===== src/rtl/serial_add_ctrl.sv =====
// rtl/serial_add_ctrl.sv - bit-serial adder controller driving one full_adder cell over WIDTH cycles
// Optional subtract mode (sub port) is compiled in with SERIAL_ADD_SUB_EN.

module full_adder (
   input  logic a,
   input  logic b,
   input  logic ci,
   output logic s,
   output logic co
);
   assign s  = a ^ b ^ ci;
   assign co = (a & b) | (ci & (a ^ b));
endmodule

module serial_add_ctrl #(
   parameter int WIDTH = 8
) (
   input  logic             clk,
   input  logic             rst_n,
   input  logic             in_valid,
   output logic             in_ready,
   input  logic [WIDTH-1:0] a,
   input  logic [WIDTH-1:0] b,
   input  logic             cin,
`ifdef SERIAL_ADD_SUB_EN
   input  logic             sub,
`endif
   output logic             out_valid,
   input  logic             out_ready,
   output logic [WIDTH-1:0] sum,
   output logic             cout
);
   localparam int CW = $clog2(WIDTH + 1);
   localparam logic [CW-1:0] LAST_BIT = CW'(WIDTH - 1);

   localparam logic [1:0] IDLE = 2'd0;
   localparam logic [1:0] RUN  = 2'd1;
   localparam logic [1:0] DONE = 2'd2;

   logic [1:0]       state;
   logic [WIDTH-1:0] sh_a;
   logic [WIDTH-1:0] sh_b;
   logic [WIDTH-1:0] res;
   logic [WIDTH-1:0] res_next;
   logic [CW-1:0]    cnt;
   logic             carry;
   logic             fa_b;
   logic             fa_s;
   logic             fa_co;
   logic             load_carry;

`ifdef SERIAL_ADD_SUB_EN
   logic sub_r;
   // Subtract as a + ~b + 1: invert B bits and seed the carry with 1.
   assign fa_b       = sh_b[0] ^ sub_r;
   assign load_carry = sub ? 1'b1 : cin;
`else
   assign fa_b       = sh_b[0];
   assign load_carry = cin;
`endif

   full_adder u_fa (
      .a  (sh_a[0]),
      .b  (fa_b),
      .ci (carry),
      .s  (fa_s),
      .co (fa_co)
   );

   // Written this way so the MSB insert also works for WIDTH == 1.
   always_comb begin
      res_next            = res >> 1;
      res_next[WIDTH-1]   = fa_s;
   end

   always_ff @(posedge clk or negedge rst_n) begin
      if (!rst_n) begin
         state <= IDLE;
         sh_a  <= '0;
         sh_b  <= '0;
         res   <= '0;
         cnt   <= '0;
         carry <= 1'b0;
`ifdef SERIAL_ADD_SUB_EN
         sub_r <= 1'b0;
`endif
      end else begin
         case (state)
            IDLE: begin
               if (in_valid) begin
                  sh_a  <= a;
                  sh_b  <= b;
                  carry <= load_carry;
                  cnt   <= '0;
`ifdef SERIAL_ADD_SUB_EN
                  sub_r <= sub;
`endif
                  state <= RUN;
               end
            end
            RUN: begin
               sh_a  <= sh_a >> 1;
               sh_b  <= sh_b >> 1;
               res   <= res_next;
               carry <= fa_co;
               cnt   <= cnt + CW'(1);
               if (cnt == LAST_BIT) state <= DONE;
            end
            DONE: begin
               if (out_ready) state <= IDLE;
            end
            default: state <= IDLE;
         endcase
      end
   end

   assign in_ready  = (state == IDLE);
   assign out_valid = (state == DONE);
   assign sum       = res;
   // After the last bit the carry flop holds the true carry out of bit WIDTH-1.
   assign cout      = carry;

endmodule


===== config.mk =====
export PLATFORM = sky130hd
export DESIGN_NAME = serial_add_ctrl
export DESIGN_NICKNAME = d
export VERILOG_FILES = /design/src/rtl/serial_add_ctrl.sv
export SDC_FILE = /design/constraint.sdc
export NUM_CORES = 1
export LEC_CHECK = 0
export BUFFER_PORTS_ARGS = -buffer_cell sky130_fd_sc_hd__buf_4
export CAP_MARGIN = 20
export CELL_PAD_IN_SITES_DETAIL_PLACEMENT = 0
export CELL_PAD_IN_SITES_GLOBAL_PLACEMENT = 1
export CORE_ASPECT_RATIO = 0.75
export CORE_MARGIN = 5
export CORE_UTILIZATION = 36
export CTS_CLUSTER_SIZE = 24
export DETAILED_ROUTE_END_ITERATION = 6
export PLACE_DENSITY_LB_ADDON = 0.1
export SLEW_MARGIN = 20
export SYNTH_ARGS = -nofsm -noshare
export SYNTH_HDL_FRONTEND = slang
export SYNTH_HIERARCHICAL = 1
export SYNTH_SLANG_ARGS = --single-unit

===== constraint.sdc =====
create_clock -name clk -period 1.3 [get_ports clk]
set_input_delay 0.195 -clock clk [delete_from_list [all_inputs] [get_ports clk]]
set_output_delay 0.195 -clock clk [all_outputs]
set_load 0.05 [all_outputs]

==> summary.txt, run 1 <==
Total length of routed wires - 2656 microns
Crit path DAT - 1.08 ns
Sequential share of the synthesized area - 0.5636
P_sw - 1.854 mW
TritonCTS clock tree - done
Final setup viols - 0
Clk slew on worst S/H paths - 0.06 ns
Crit path max fanout - 6
Post-DR wirelength/cell - 12.83 microns
Worst path slowest cell - dfrtp_2
Seq pwr share - 0.351
Global Route Usage Sum - 0.1165
Max Fclk - 787.3 MHz
Final hold violations - 0
CP peak stage delay - 0.44 ns
Final worst slack - 0.02982 ns
Post-route clock period utilization - 0.9771
Req. time, crit path - 1.11 ns
Skew-Pair Late Insertion Delay - 0.28 ns
Min-Delay Path Class - input pin to register
Final Non-Filler Cells - 207
Area growth, synth to finish - 34.27%
Critical path launch point type - register
Worst Tran Pin Value - 0.3933 ns
Cell family with most CP delay - flip-flops
Die Wd - 81.40 microns
CP Cell Sequence - nand2b_4, inv_2, buf_8
Antenna diode count - 0
DRT antenna net count - 0
Die ar. - 0.005172 sq mm
Yosys warns - 6
Chip height - 63.55 microns
Unrepaired setup endpoints after global routing - true
Critical path class - register to output pin
Largest area contributor in the netlist - dfrtp_1
Int Power - 2.951 mW
H-tree depth - 2
Placed cells - 197
Initial DRC Count - 40
Peak VDD IR - 1.101 mV
Top cell type's share of synthesized area - 0.5636
First drt pass iteration count - 2
Num rows - 19
Pins over their slew limit - 0
CTS Sinks - 31
First-pass GRT wire length - 4471 microns
CTS buffer count - 5
GPL Wtd Cong - 0.7184
Clock share of power - 0.203
Largest cells by area after synthesis - dfrtp_1 (56%), mux2i_1 (11%), mux2_2 (6.5%)
Nets - 177
Netlist cell types - 27
Largest net degree at the start of global routing - 33
Run status - complete, no violations
Comb power frac - 0.446
Final worst path period need - 1.270 ns
WP buf/inv - 2
DRC - 0
Post-DP HPWL - 1873 microns
Clk buf depth - 2
Core Area - 0.003685 sq mm
Net Sw Frac - 0.3858
Pleak - 0.8234 nW
Max Cap Viol - 0
Final Skew - 0.003387 ns
Worst slack, placed - 0.03740 ns
Max_slew headroom - 0.7378
Pwr/cell area - 2600 mW/mm^2
Antenna violations before repair - 0
Final Util - 0.5015
Starting Density - 0.3735
Filler cells - 348
Port-buffer cells - 31
Post-Syn Area per Cell - 11.97 sq um
Clk root buf - clkbuf_8
Vias in the first global route - 963
CP endpoint kind - output pin
Post-Syn Nets - 138
I/O pin total - 32
Via count - 944
GR Overflow Total - 0
Seq cells post-synth - 31
Area of the mapped netlist - 0.001376 sq mm
Synth Instances - 115
Share of cells above drive strength 1 - 0.3935
Post-DR vias/cell - 4.560
[per-layer routing]
metal	share of wire	track usage
met5	0	0
met4	0.018	0.05063
met3	0.079	0.06268
met2	0.43	0.1677
met1	0.47	0.1427
[cells by family (layout without fill, tap and decap cells)]
family,Yosys count,count (layout),synth area share
multiplexers,23,23,0.1745
AO/OA/AOI/OAI,26,26,0.1173
adder cells (fa/ha/maj),2,2,0.02364
AND/OR/NAND/NOR,25,25,0.07818
buffers and inverters,8,48,0.04272
flip-flops,31,31,0.5636
[flip-flops by register name, indices dropped and copies added (netlist names)]
| signal | count |
|---|---|
| sh_a | 8 |
| sh_b | 8 |
| sum | 8 |
| cnt | 4 |
| state | 2 |
| cout | 1 |
[cells in the final DEF (no fill, tap or decap), types with 2 or more instances in the layout]
master,instances
nand2_1,18
buf_6,3
dfrtp_1,28
mux2_2,8
o21ai_1,11
mux2i_1,15
o21ai_0,6
buf_4,32
dfrtp_2,3
clkbuf_8,6
a32o_1,2
[power groups by stage]
stage / Clock, mW / Sequential [mW] / Combinational [mW]
3_5_place_dp: 0 / 1.70 / 2.10
3_3_place_gp: 0 / 1.69 / 2.05
6_report: 0.975 / 1.69 / 2.14
5_1_grt: 1.05 / 1.75 / 2.33
4_1_cts: 1.01 / 1.69 / 2.15
2_1_floorplan: 0 / 2.14 / 1.10
[Yosys cell counts, drive strengths merged]
cell / instances
o2bb2ai: 1
a22oi: 1
nand3: 1
inv: 2
fa: 1
o32ai: 1
nand2b: 3
mux2: 8
nor2: 2
clkbuf: 1
dfrtp: 31
o21bai: 2
nand2: 18
a21oi: 1
mux2i: 15
ha: 1
o31ai: 1
a32o: 2
and2: 1
o21ai: 17
buf: 5
[cell type report]
cell class / instances / area (sq um) / area share
Clock buffer: 6 / 82.58 / 0.04469
Clock inverter: 2 / 35.03 / 0.01896
Inverter: 2 / 7.507 / 0.004062
Multi-Input combinational cell: 76 / 559.3 / 0.3026
Sequential cell: 31 / 779.5 / 0.4218
Tap cell: 52 / 65.06 / 0.03521
Timing Repair Buffer: 38 / 319.1 / 0.1726
[worst register-to-register path, cell delays in order (launching register included)]
cell,delay (ns)
dfrtp_1,0.40
fa_1,0.47
mux2_2,0.26
[worst paths after layout]
kind                                      startpoint                   end  slack (ns)  depth (start not counted)
worst max register to register   sh_a[0]$_DFFE_PN0P_    sum[7]$_DFFE_PN0N_        0.05                          2
min in group asynchronous                      rst_n    cnt[1]$_DFFE_PN0P_        0.38                          2
worst max-delay path            state[0]$_DFFE_PN0P_             out_valid        0.03                          3
worst min register to register   sh_a[3]$_DFFE_PN0P_   sh_a[3]$_DFFE_PN0P_        0.48                          2
worst min-delay path                       out_ready  state[1]$_DFFE_PN0P_        0.11                          2
max in group asynchronous                      rst_n      cout$_DFFE_PN0P_        0.61                          2
[stage by stage]
step	cell area, sq um	hold WS [ns]	total power [mW]	setup TNS, ns
after detailed placement	1677	0.1525	3.803	0
after CTS	1832	0.1033	4.849	0
after global routing	1848	0.1056	5.126	-0.01179
after floorplan	1380	-0.1006	3.233	-0.04238
after global placement	1677	0.1527	3.740	0
final	1848	0.1083	4.804	0
[what timing repair did]
action	CTS	global route
hold buffers	1	0
setup endpoints to repair	2	16
gates resized for setup	6	5
hold endpoints to repair	31	0
buffers inserted	1	0
Power figures use the tool's default switching activity.
==> run 2, diff against run 1 <==
==> constraint.sdc (replaced) <==
create_clock -name clk -period 1.25 [get_ports clk]
set_input_delay 0.1875 -clock clk [delete_from_list [all_inputs] [get_ports clk]]
set_output_delay 0.1875 -clock clk [all_outputs]
set_load 0.05 [all_outputs]
==> summary.txt, run 2 (same netlist as run 1, synthesis figures left out) <==
Run status - complete, but fails checks
Failing checks - negative setup slack
CP Depth - 3
Filler cells - 347
Most frequent cells in the layout - buf_4 (34), dfrtp_1 (30), nand2_1 (18)
Req. time, crit path - 1.06 ns
Port-buffer cells - 31
Antenna violations before repair - 0
Critical path class - register to output pin
I/O pin total - 32
Area growth, synth to finish - 39.73%
Nets - 183
Sum of negative setup slack - -0.2215 ns
Die Wd - 81.40 microns
Final setup viols - 10
CP endpoint kind - output pin
Crit path DAT - 1.14 ns
Pleak - 0.8580 nW
GPL Wtd Cong - 0.7406
Max Fclk - 753.5 MHz
Largest net degree at the start of global routing - 33
CTS Sinks - 31
Pwr/cell area - 2610 mW/mm^2
Cell family with most CP delay - flip-flops
Worst path slowest cell - dfrtp_1
Total power - 5.020 mW
First-pass GRT wire length - 4781 microns
Clk buf depth - 2
Post-DR wirelength/cell - 13.20 microns
Final worst slack - -0.07717 ns
Fin Hold WS - 0.1008 ns
First drt pass iteration count - 4
Post-DP HPWL - 1912 microns
Final hold violations - 0
Max Cap Viol - 0
CP peak stage delay - 0.40 ns
Post-DR vias/cell - 4.634
Min-Delay Path Class - input pin to register
Num rows - 19
Antenna diode count - 0
Post-route clock period utilization - 1.062
Crit path max fanout - 3
CTS buffer count - 5
Peak VDD IR - 1.224 mV
Share of cells above drive strength 1 - 0.3975
Clk slew on worst S/H paths - 0.06 ns
Commonest non-fill, non-tap cell in the layout - buf_4
Unrepaired setup endpoints after global routing - true
Final worst path period need - 1.327 ns
Vias in the first global route - 1098
Worst Tran Pin Value - 0.3973 ns
Critical path launch point type - register
Hold depth - 2
Starting Density - 0.3735
TritonCTS clock tree - done
Worst slack, placed - 0.01630 ns
Via count - 987
Max_slew headroom - 0.7351
Skew-Pair Late Insertion Delay - 0.28 ns
GR Overflow Total - 0
Worst reg-to-reg path cell count - 4
DRC - 0
Core Area - 0.003685 sq mm
Chip height - 63.55 microns
Initial DRC Count - 44
Total length of routed wires - 2812 microns
WP buf/inv - 2
Die ar. - 0.005172 sq mm
Final Skew - 0.006872 ns
Clk root buf - clkbuf_8
CP Cell Sequence - buf_4, nor2_2, buf_6
Pins over their slew limit - 0
DRT antenna net count - 0
H-tree depth - 2
Global Route Usage Sum - 0.1221
==> run 2: changes by cell type in the layout (fill, tap and decap cells not counted), sizes merged <==
cell,before,now
buf,37,41
bufinv,1,0
clkbuf,6,8
clkinvlp,0,1
==> run 2: final timing paths <==
check | startpoint | slack (ns) | endpoint
max | state[1]$_DFFE_PN0P_ | -0.08 | in_ready
min | out_ready | 0.10 | state[1]$_DFFE_PN0P_
max reg2reg | state[0]$_DFFE_PN0P_ | -0.01 | sum[3]$_DFFE_PN0N_
min reg2reg | sh_b[4]$_DFFE_PN0P_ | 0.48 | sh_b[4]$_DFFE_PN0P_
max in group asynchronous | rst_n | 0.56 | cout$_DFFE_PN0P_
min in group asynchronous | rst_n | 0.38 | sum[3]$_DFFE_PN0N_
==> run 2: through the flow <==
stage	instances	util	cell area, sq um
finish	213	0.5219	1923
global route	213	0.5219	1923
CTS	210	0.4971	1832
detailed placement	200	0.4611	1699
global placement	200	0.4611	1699
floorplan	115	-	1380
==> run 2: final cells by class <==
class	count	area, sq um	share of cell area
inverters	2	7.507	0.003904
flip-flops and latches	31	777.0	0.4040
clock inverters	2	12.51	0.006506
multi-input cells	76	564.3	0.2934
well taps	52	65.06	0.03383
repair buffers	44	424.2	0.2206
clock buffers	6	72.57	0.03774
==> run 2: layer usage <==
metal	track usage	up-vias	wire, microns
met4	0.06118	0	23
met2	0.1921	19	1305
met1	0.1471	472	1347
li1	-	494	-
met3	0.04131	2	136
met5	0	-	0
==> run 2: repair_timing <==
action | CTS | global route
hold buffers | 1 | 0
gates cloned | 0 | 2
pin swaps | 0 | 2
setup buffers | 1 | 1
resized for setup | 8 | 13
endpoints found under the hold margin | 31 | 0
endpoints found under the setup margin | 2 | 26
==> run 2: where the power goes <==
group	leakage, nW	switching, mW	internal, mW
Sequential	0.386	0.281	1.45
Clock	0.0412	0.365	0.388
Combinational	0.431	1.34	1.19
==> run 2: worst register-to-register path, stage by stage (launching register included) <==
cell and delay [ns]:
dfrtp_1 0.39, buf_4 0.16, nand2b_4 0.13, buf_12 0.14, mux2_2 0.33
==> run 3, diff against run 2 <==
--- a/config.mk
+++ b/config.mk
@@ -11,7 +11,7 @@
 export CELL_PAD_IN_SITES_GLOBAL_PLACEMENT = 1
 export CORE_ASPECT_RATIO = 0.75
 export CORE_MARGIN = 5
-export CORE_UTILIZATION = 36
+export CORE_UTILIZATION = 31
 export CTS_CLUSTER_SIZE = 24
 export DETAILED_ROUTE_END_ITERATION = 6
 export PLACE_DENSITY_LB_ADDON = 0.1
==> summary.txt, run 3 (same netlist as run 1, synthesis figures left out) <==
First-pass GRT wire length - 4988 microns
DRT antenna net count - 0
CTS buffer count - 5
Most frequent cells in the layout - buf_4 (33), dfrtp_1 (29), nand2_1 (18)
Worst reg-to-reg path cell count - 4
Post-route clock period utilization - 1.053
Commonest non-fill, non-tap cell in the layout - buf_4
Clk root buf - clkbuf_8
Req. time, crit path - 1.41 ns
Clock share of power - 0.159
Final Skew - 0.006080 ns
Hold Crit Endpoint - state[1]$_DFFE_PN0P_
Antenna violations before repair - 0
Pwr/cell area - 2645 mW/mm^2
Critical path class - register to register
WL met1 - 1385 microns
Run status - complete, but fails checks
Share of cells above drive strength 1 - 0.4063
Global Route Usage Sum - 0.1153
Unrepaired setup endpoints after global routing - true
Num rows - 21
Core Area - 0.004388 sq mm
Min-Delay Path Class - input pin to register
Met3 Wirelength - 174 microns
Post-DP HPWL - 1987 microns
Antenna diode count - 0
Crit path DAT - 1.48 ns
Top Layer Used - met4
Post-DR vias/cell - 4.507
Final worst slack - -0.06672 ns
Final instance area - 0.001941 sq mm
Hold_sp - out_ready
CP endpoint kind - register
Int Power - 3.101 mW
FF-to-FF setup slack - -0.07 ns
Pleak - 0.8631 nW
Peak VDD IR - 1.069 mV
Area growth, synth to finish - 41.00%
DRC - 0
Starting Density - 0.3137
Failing checks - negative setup slack
Skew-Pair Late Insertion Delay - 0.28 ns
P_sw - 2.032 mW
Comb power frac - 0.499
Placed cells - 202
GPL Wtd Cong - 0.6922
Hold depth - 2
Largest net degree at the start of global routing - 32
Fin Hold WS - 0.09922 ns
Seq pwr share - 0.342
Final setup viols - 19
Crit path max fanout - 8
Worst slack, placed - -0.008813 ns
Total power - 5.133 mW
Reg2reg start - state[0]$_DFFE_PN0P_
Worst Tran Pin Value - 0.4034 ns
WL met2 - 1392 microns
I/O pin total - 32
GR Overflow Total - 0
Port-buffer cells - 31
Final Util - 0.4423
Die Wd - 86.94 microns
Final Non-Filler Cells - 217
Die ar. - 0.005886 sq mm
Placed cell areas - 0.001708 sq mm
First drt pass iteration count - 2
Pins over their slew limit - 0
Chip height - 67.71 microns
Clk slew on worst S/H paths - 0.06 ns
Sum of negative setup slack - -0.7372 ns
Final worst path period need - 1.317 ns
Max Cap Viol - 0
Total length of routed wires - 3017 microns
Post-DR wirelength/cell - 13.90 microns
Nets - 182
Max_slew headroom - 0.7311
TritonCTS clock tree - done
Final hold violations - 0
H-tree depth - 2
Via count - 978
CTS Sinks - 31
Max Fclk - 759.5 MHz
Clk buf depth - 2
Net Sw Frac - 0.3959
Critical path launch point type - register
Vias in the first global route - 1033
Initial DRC Count - 8
R2R Path End - sum[0]$_DFFE_PN0N_
[run 3: how the worst max path moves through the flow]
stage	startpoint	end	slack, ns	depth (start not counted)
2_1_floorplan	cout$_DFFE_PN0P_	sum[7]$_DFFE_PN0N_	-0.09	2
3_3_place_gp	sh_a[0]$_DFFE_PN0P_	sum[7]$_DFFE_PN0N_	0.02	2
3_5_place_dp	sh_a[0]$_DFFE_PN0P_	sum[7]$_DFFE_PN0N_	-0.009	2
4_1_cts	state[0]$_DFFE_PN0P_	out_valid	-0.06	4
5_1_grt	state[0]$_DFFE_PN0P_	out_valid	-0.10	4
6_report	state[0]$_DFFE_PN0P_	sum[0]$_DFFE_PN0N_	-0.07	4
[run 3: worst max-delay path: stages, from the launching register on]
cell and delay, ns:
dfrtp_1 0.39, buf_4 0.17, nand2b_4 0.16, buf_12 0.15
mux2_2 0.33
[run 3: power groups by stage]
stage,clock [mW],combinational [mW],sequential (mW)
3_5_place_dp,0,2.28,1.77
2_1_floorplan,0,1.14,2.22
3_3_place_gp,0,2.23,1.75
4_1_cts,0.846,2.48,1.75
6_report,0.817,2.56,1.76
5_1_grt,0.903,2.76,1.82
[run 3: repair_timing]
item	CTS	global route
setup buffers	3	1
gates cloned	1	1
hold endpoints to repair	31	0
setup endpoints to repair	3	28
pin swaps	1	1
hold buffers	1	0
resized for setup	11	6
[run 3: layer usage]
layer	track usage	up-vias
li1	-	493
met2	0.1809	20
met5	0	-
met1	0.1359	461
met4	0.07588	0
met3	0.03780	4
[run 3: area by class of cell]
type / instances / area, sq um
well taps: 57 / 71.32
clock buffers: 7 / 86.33
repair buffers: 43 / 422.9
fillers: 423 / 2447
clock inverters: 1 / 5.005
flip-flops and latches: 31 / 778.2
inverters: 2 / 7.507
multi-input cells: 76 / 569.3
